**src/rtl/common_chars_pkg.sv**
```systemverilog
// Shared definitions for the common-characters extraction stage:
// memory geometry defaults, null terminator and FSM state encoding.
package common_chars_pkg;

    localparam int CHAR_AW_DEF = 14;
    localparam int IDX_AW_DEF  = 8;
    localparam int LEN_W_DEF   = 8;

    localparam logic [7:0] NULL_CHAR = 8'h00;

    localparam logic [3:0] ST_IDLE     = 4'd0;
    localparam logic [3:0] ST_IDX_A    = 4'd1;
    localparam logic [3:0] ST_IDX_B    = 4'd2;
    localparam logic [3:0] ST_IDX_WAIT = 4'd3;
    localparam logic [3:0] ST_RD_A     = 4'd4;
    localparam logic [3:0] ST_RD_B     = 4'd5;
    localparam logic [3:0] ST_CMP      = 4'd6;
    localparam logic [3:0] ST_EMIT     = 4'd7;
    localparam logic [3:0] ST_DONE     = 4'd8;

    typedef enum logic [3:0] {
        S_IDLE     = ST_IDLE,
        S_IDX_A    = ST_IDX_A,
        S_IDX_B    = ST_IDX_B,
        S_IDX_WAIT = ST_IDX_WAIT,
        S_RD_A     = ST_RD_A,
        S_RD_B     = ST_RD_B,
        S_CMP      = ST_CMP,
        S_EMIT     = ST_EMIT,
        S_DONE     = ST_DONE
    } state_e;

endpackage

```
**src/rtl/common_chars.sv**
```systemverilog
// Walks two null-terminated words in character memory and streams out the
// characters that agree position-by-position (valid/ready byte stream).
//
// state    | meaning
// IDLE     | ready for a request, latches word indices
// IDX_A    | index memory read of word A start address
// IDX_B    | index memory read of word B, capture A start
// IDX_WAIT | capture B start address
// RD_A     | character read at aptr
// RD_B     | character read at bptr, capture char A
// CMP      | compare char A with char B (on read data)
// EMIT     | present matching byte until accepted
// DONE     | results held until request drops
module common_chars
    import common_chars_pkg::*;
#(
    parameter int CHAR_AW = CHAR_AW_DEF,
    parameter int IDX_AW  = IDX_AW_DEF,
    parameter int LEN_W   = LEN_W_DEF
) (
    input  logic               clk_i,
    input  logic               rst_ni,
    input  logic               vld_i,
    input  logic [IDX_AW-1:0]  a_idx_i,
    input  logic [IDX_AW-1:0]  b_idx_i,
    output logic [IDX_AW-1:0]  idx_raddr_o,
    input  logic [CHAR_AW-1:0] idx_rdat_i,
    output logic [CHAR_AW-1:0] char_raddr_o,
    input  logic [7:0]         char_rdat_i,
    output logic               out_vld_o,
    output logic [7:0]         out_dat_o,
    input  logic               out_rdy_i,
    output logic               rdy_o,
    output logic               done_o,
    output logic [LEN_W-1:0]   len_o,
    output logic [1:0]         mism_o
);

    state_e             state_q, state_d;
    logic [IDX_AW-1:0]  a_idx_q, a_idx_d;
    logic [IDX_AW-1:0]  b_idx_q, b_idx_d;
    logic [CHAR_AW-1:0] aptr_q, aptr_d;
    logic [CHAR_AW-1:0] bptr_q, bptr_d;
    logic [7:0]         tmp_q, tmp_d;
    logic [7:0]         out_dat_q, out_dat_d;
    logic [LEN_W-1:0]   len_q, len_d;
    logic [1:0]         mism_q, mism_d;

    always_ff @(posedge clk_i or negedge rst_ni) begin
        if (!rst_ni) begin
            state_q   <= S_IDLE;
            a_idx_q   <= '0;
            b_idx_q   <= '0;
            aptr_q    <= '0;
            bptr_q    <= '0;
            tmp_q     <= '0;
            out_dat_q <= '0;
            len_q     <= '0;
            mism_q    <= '0;
        end else begin
            state_q   <= state_d;
            a_idx_q   <= a_idx_d;
            b_idx_q   <= b_idx_d;
            aptr_q    <= aptr_d;
            bptr_q    <= bptr_d;
            tmp_q     <= tmp_d;
            out_dat_q <= out_dat_d;
            len_q     <= len_d;
            mism_q    <= mism_d;
        end
    end

    always_comb begin
        state_d      = state_q;
        a_idx_d      = a_idx_q;
        b_idx_d      = b_idx_q;
        aptr_d       = aptr_q;
        bptr_d       = bptr_q;
        tmp_d        = tmp_q;
        out_dat_d    = out_dat_q;
        len_d        = len_q;
        mism_d       = mism_q;
        idx_raddr_o  = '0;
        char_raddr_o = '0;

        case (state_q)
            S_IDLE: begin
                if (vld_i) begin
                    a_idx_d = a_idx_i;
                    b_idx_d = b_idx_i;
                    len_d   = '0;
                    mism_d  = '0;
                    state_d = S_IDX_A;
                end
            end
            S_IDX_A: begin
                idx_raddr_o = a_idx_q;
                state_d     = S_IDX_B;
            end
            S_IDX_B: begin
                idx_raddr_o = b_idx_q;
                aptr_d      = idx_rdat_i;
                state_d     = S_IDX_WAIT;
            end
            S_IDX_WAIT: begin
                bptr_d  = idx_rdat_i;
                state_d = S_RD_A;
            end
            S_RD_A: begin
                char_raddr_o = aptr_q;
                aptr_d       = aptr_q + CHAR_AW'(1);
                state_d      = S_RD_B;
            end
            S_RD_B: begin
                char_raddr_o = bptr_q;
                tmp_d        = char_rdat_i;
                bptr_d       = bptr_q + CHAR_AW'(1);
                state_d      = S_CMP;
            end
            S_CMP: begin
                // A null on either side ends the walk without counting a mismatch
                if (tmp_q == NULL_CHAR || char_rdat_i == NULL_CHAR) begin
                    state_d = S_DONE;
                end else if (tmp_q == char_rdat_i) begin
                    out_dat_d = tmp_q;
                    state_d   = S_EMIT;
                end else begin
                    if (mism_q != 2'b11) mism_d = mism_q + 2'd1;
                    state_d = S_RD_A;
                end
            end
            S_EMIT: begin
                if (out_rdy_i) begin
                    if (len_q != '1) len_d = len_q + LEN_W'(1);
                    state_d = S_RD_A;
                end
            end
            S_DONE: begin
                if (!vld_i) state_d = S_IDLE;
            end
            default: state_d = S_IDLE;
        endcase
    end

    assign out_vld_o = (state_q == S_EMIT);
    assign out_dat_o = out_dat_q;
    assign rdy_o     = (state_q == S_IDLE);
    assign done_o    = (state_q == S_DONE);
    assign len_o     = len_q;
    assign mism_o    = mism_q;

endmodule

```
**config.mk**
```make
export PLATFORM = sky130hd
export DESIGN_NAME = common_chars
export DESIGN_NICKNAME = d
export VERILOG_FILES = /design/src/rtl/common_chars_pkg.sv /design/src/rtl/common_chars.sv
export SDC_FILE = /design/constraint.sdc
export NUM_CORES = 1
export LEC_CHECK = 0
export CAP_MARGIN = 10
export CORE_AREA = 5 5 90 113
export DETAILED_ROUTE_END_ITERATION = 8
export DIE_AREA = 0 0 95 118
export GPL_TIMING_DRIVEN = 1
export HOLD_SLACK_MARGIN = 0.03
export PLACE_DENSITY = 0.72
export SETUP_SLACK_MARGIN = 0.02
export SLEW_MARGIN = 20
export SYNTH_ARGS = -nofsm -noshare
export SYNTH_HDL_FRONTEND = slang
export SYNTH_SLANG_ARGS = --single-unit
```
**constraint.sdc**
```tcl
create_clock -name clk_i -period 1.7 [get_ports clk_i]
set_input_delay 0.17 -clock clk_i [delete_from_list [all_inputs] [get_ports clk_i]]
set_output_delay 0.17 -clock clk_i [all_outputs]
set_load 0.03 [all_outputs]
```
# Yosys cells after proc, flatten, opt, wreduce, memory -nomap -nowiden
# Index checks and enable logic that the tools add are counted.
# word_totals
ff_bits	74
elab_cells	64
inputBits	42
# op_classes
n_addsub	4
muxes	19
n_eq_ne	18
n_reduce_logical	13
n_bitwise	1
# op_table
op	n
$pmux W14 S2	3
$pmux W4 S9	1
$pmux W8 S2	2
$add A14 B1 Y14 const B	2
$mux W8	3
$eq A4 B3 Y1 const B	4
$logic_not A8 Y1	2
$mux W4	4
$ne A2 B2 Y1 const B	6
$mux W2	5
$add A8 B1 Y8 const B	1
$eq A4 B2 Y1 const B	2
$eq A8 B8 Y1	1
$ne A8 B8 Y1 const B	1
$reduce_bool A2 Y1	4
$reduce_and A3 Y1	2
$reduce_and A5 Y1	1
$eq A4 B1 Y1 const B	1
$eq A4 B4 Y1 const B	1
$logic_not A4 Y1	1
$ne A2 B1 Y1 const B	2
$pmux W2 S2	1
$reduce_and A4 Y1	1
$add A2 B1 Y2 const B	1
other kinds (3)	3

# Logic depth before layout (Yosys ltp)
# logic_depth
ltp_word	5
depth_mapped	8
mapped_depth_nobuf	6

# Least setup slack after synthesis
# Ideal clock, no wire load.
# synth_path
kind	register -> register
start	reg state_q[3]
end	reg state_q[3]
stages_incl_launch_ff	4
path_buffers	1
arrival_ns	2.045
slack_ns	-0.413
period_less_slack_ns	2.113
cell_sequence	dfrtp_1 -> clkbuf_1 -> nor4b_1 -> a21o_1
# synth_via
elab_chain_len	3
elab_cells_between_ends	14
# synth_rtl
element	line_no	text
start: declaration	common_chars.sv:39	state_e state_q, state_d;
start signal: assignment	common_chars.sv:61	state_q <= state_d;
$eq A4 B4 Y1 *	n/a	
named net done_o	common_chars.sv:34	output logic done_o,
$ne A2 B2 Y1 (no source line)	n/a	
$reduce_and A3 Y1 (no source line)	n/a	
# The timed path passes the listed nets; every way through them passes the cells marked *.
# A chain may end at the register's enable or synchronous reset.

# Final worst setup path
# layout_path
start	reg state_q[1]
end	out char_raddr_o[2]
# layout_via
elab_chain_len	2
elab_cells_between_ends	3
# layout_rtl
element	line_no	text
$eq A4 B3 Y1	common_chars.sv:86	case (state_q)
$pmux W14 S2 *	common_chars.sv:86	
end: declaration	common_chars.sv:28	output logic [CHAR_AW-1:0] char_raddr_o,
# Mark *: on every way between the ends. The rest lies on a longest branch, timed or not.

==> results.py <==
metrics = {
    "status": {
        "status": "finished, violations left",
        "violations": "setup timing",
    },
    "finish": {
        "nNetsFinal": 647,
        "syn2layout_area_growth_pct": 60.6,
        "nFillCells": 683,
        "utilization_pct": 70.8,
        "diodes": 0,
        "drive_gt1_share_pct": 34.7,
    },
    "floorplan": {
        "initial_core_util_pct": 44.1,
        "io-pin-count": 85,
        "die_x_um": 95,
        "core_sq_um": 8980,
        "rows": 39,
        "die_area_sq_um": 11200,
        "die_y_um": 118,
    },
    "timing": {
        "hold_viol": 0,
        "setup_viol": 70,
        "period_share_pct": 117,
        "fin_crit_ns": 1.99,
        "maxSlewHeadroom_pct": 72.9,
        "fin_ws_ns": -0.291,
        "fin_skew_ns": 0.00617,
        "rsz0062_at_grt": "true",
        "worst_pin_slew_ns": 0.407,
        "timing.fmax_ghz": 0.502,
        "slew_viol_final": 0,
    },
    "global_route": {
        "grt_start_max_net_pins": 75,
        "grt_remaining_overflow": 0,
        "grt_pass1_wl_um": 20200,
        "antenna_found_initial": 0,
        "grt_pass1_vias": 4209,
        "track_usage_pct": 22.8,
    },
    "placed_design": {
        "port_buffers": 84,
        "gp_congestion": 0.891,
        "hpwlAfterDp_um": 8490,
        "post-place-ws_ns": -0.322,
    },
    "logic_synthesis": {
        "ys_ff_latch": 74,
        "yosysTopAreaCellShare_pct": 46.8,
        "syn_area_per_cell_sq_um": 8.95,
        "synth_area_leader_cell": "dfrtp_1",
        "async_flop_share_pct": 100,
        "synth_area_leaders": "dfrtp_1, nand2_1, a22o_1",
        "synth-edff-count": 0,
        "synthFlopType": "dfrtp_1",
        "synthCells": 442,
        "yosysWarnings": 0,
        "synth_cell_types": 52,
        "syn_area_sq_um": 3960,
        "yosysSeqAreaShare_pct": 46.8,
        "synthesis.nets": 488,
    },
    "drt": {
        "drt-total-wl_um": 13000,
        "antenna_left": 0,
        "avgViaCountPerCell": 5.66,
        "wl_per_cell_um": 17.9,
        "drcViolationCount": 0,
        "first_iter_violations": 220,
        "firstDrtPassIters": 4,
        "vias": 4124,
    },
    "clock_network": {
        "clockBufferDepth": 2,
        "clock_latency_ns": 0.34,
        "htreeDepth": 3,
        "cts-buffers-inserted": 9,
        "cts_tree": "done",
        "clock_sinks": 74,
        "cts_root_buffer": "clkbuf_16",
        "clk_pin_slew_ns": 0.06,
    },
    "pwr": {
        "p_sw_share_pct": 42.5,
        "pwr_density_cell_nw_per_um2": 1860,
        "seq_power_share_pct": 26.3,
        "p_switching_mw": 5.03,
        "power.share.clock_pct": 14.7,
        "p_leak_nw": 2.89,
        "intPower_mw": 6.81,
        "comb_power_share_pct": 59.1,
        "power.total_mw": 11.8,
        "max-vdd-ir-drop_v": 0.00105,
    },
    "setup_path": {
        "cp.required_ns": 1.53,
        "end_kind": "output pin",
        "critPathMaxFanout": 7,
        "critical_path_class": "register to output pin",
        "cp.arrival_ns": 1.82,
        "start_kind": "register",
    },
    "job": {
        "maxCapViolations": 0,
    },
    "worst_hold_path": {
        "hp-class": "primary input to register",
    },
}
-- what timing repair did --
| item | in CTS | in global routing |
|---|---|---|
| endpoints found under the hold margin | 74 | 0 |
| cloned | 3 | 0 |
| setup buffers | 19 | 10 |
| resized for setup | 80 | 51 |
| pin swaps | 31 | 19 |
| endpoints found under the setup margin | 58 | 100 |
| hold buffers | 1 | 0 |
-- cell usage after synthesis (all sizes together), types with 7 or more instances --
cell      n
nor4      7
buf      12
a22o     16
clkbuf   12
nand4    11
nand3    13
nor2     28
dfrtp    74
o21ai    17
nand2   116
o22ai     7
xnor2     9
a21oi    27
mux2      8
-- flip-flops by register name, indices dropped and copies added, names as in the netlist --
signal / cells
aptr_q: 14
bptr_q: 14
a_idx_q: 8
b_idx_q: 8
len_o: 8
out_dat_o: 8
tmp_q: 8
state_q: 4
mism_o: 2
-- worst max-delay path, stage by stage (launching register included) --
cell,delay (ns)
dfrtp_1,0.40
buf_6,0.15
nor4b_4,0.29
buf_4,0.21
buf_6,0.13
a22o_1,0.17
buf_6,0.14
-- per-layer routing --
metal	vias to the layer above	track usage (%)	part of all wire, %
met2	137	38.6	54
li1	1925	-	-
met4	0	11.7	3.3
met3	37	5.24	5.7
met1	2025	26.4	37
met5	-	0	0
-- worst paths after layout --
path / startpoint / endpoint / slack, ns / cells after the start
setup / recovery: state_q[1]$_DFFE_PN0P_ / char_raddr_o[2] / -0.29 / 6
hold / removal: b_idx_i[2] / b_idx_q[2]$_DFFE_PN0P_ / 0.36 / 3
setup reg to reg: state_q[3]$_DFFE_PN0P_ / len_o[6]$_DFFE_PN0P_ / -0.24 / 5
hold reg to reg: b_idx_q[3]$_DFFE_PN0P_ / b_idx_q[3]$_DFFE_PN0P_ / 0.47 / 2
max in group asynchronous: rst_ni / len_o[0]$_DFFE_PN0P_ / 0.96 / 3
min in group asynchronous: rst_ni / bptr_q[6]$_DFFE_PN0P_ / 0.39 / 3
-- kinds of logic (layout without fill, tap and decap cells) --
| group | count (synthesis) | in the layout | share of synthesized area [%] |
|---|---|---|---|
| compound gates | 102 | 102 | 17.9 |
| fa+ha+maj | 4 | 4 | 1.27 |
| simple gates | 213 | 213 | 25.9 |
| flops | 74 | 74 | 46.8 |
| mux | 10 | 10 | 2.78 |
| xor+xnor | 9 | 9 | 1.99 |
| buf+inv | 30 | 194 | 3.29 |
-- placed cells by master (no fill, tap or decap), drive strengths merged, types with 7 or more instances in the layout --
| master | instances |
|---|---|
| a21oi | 27 |
| nor2 | 28 |
| clkdlybuf4s50 | 53 |
| xnor2 | 9 |
| nand3 | 13 |
| o22ai | 7 |
| a22o | 16 |
| mux2 | 8 |
| nand4 | 11 |
| clkbuf | 9 |
| o21ai | 17 |
| nor4 | 7 |
| dfrtp | 74 |
| nand2 | 116 |
| buf | 113 |
-- power by group through the flow --
stage	sequential (mW)	clock, mW	combinational, mW
after floorplan	3.11	0	3.18
after global placement	3.05	0	5.27
after detailed placement	3.07	0	5.37
after CTS	3.07	1.77	6.53
after global routing	3.21	1.83	7.50
final	3.11	1.74	6.99
-- through the flow --
step | TNS, ns | area, sq um | hold WS, ns | cells
after global routing | -15.17 | 6350 | 0.375 | 729
after global placement | -4.21 | 5340 | 0.228 | 684
final | -8.90 | 6350 | 0.363 | 729
after detailed placement | -5.53 | 5340 | 0.229 | 684
after floorplan | -4.92 | 4030 | -0.126 | 442
after CTS | -8.93 | 6110 | 0.354 | 723
-- cell type report --
cell class              count  area, sq um  area share, %
multi-input cells         338         2330           36.7
clock inverters             7         46.3          0.729
inverters                   6         26.3          0.414
clock buffers               9          225           3.54
flip-flops and latches     74         1860           29.2
repair buffers            172         1710           27.0
well taps                 123          154           2.42
(Power assumes the default switching activity.)
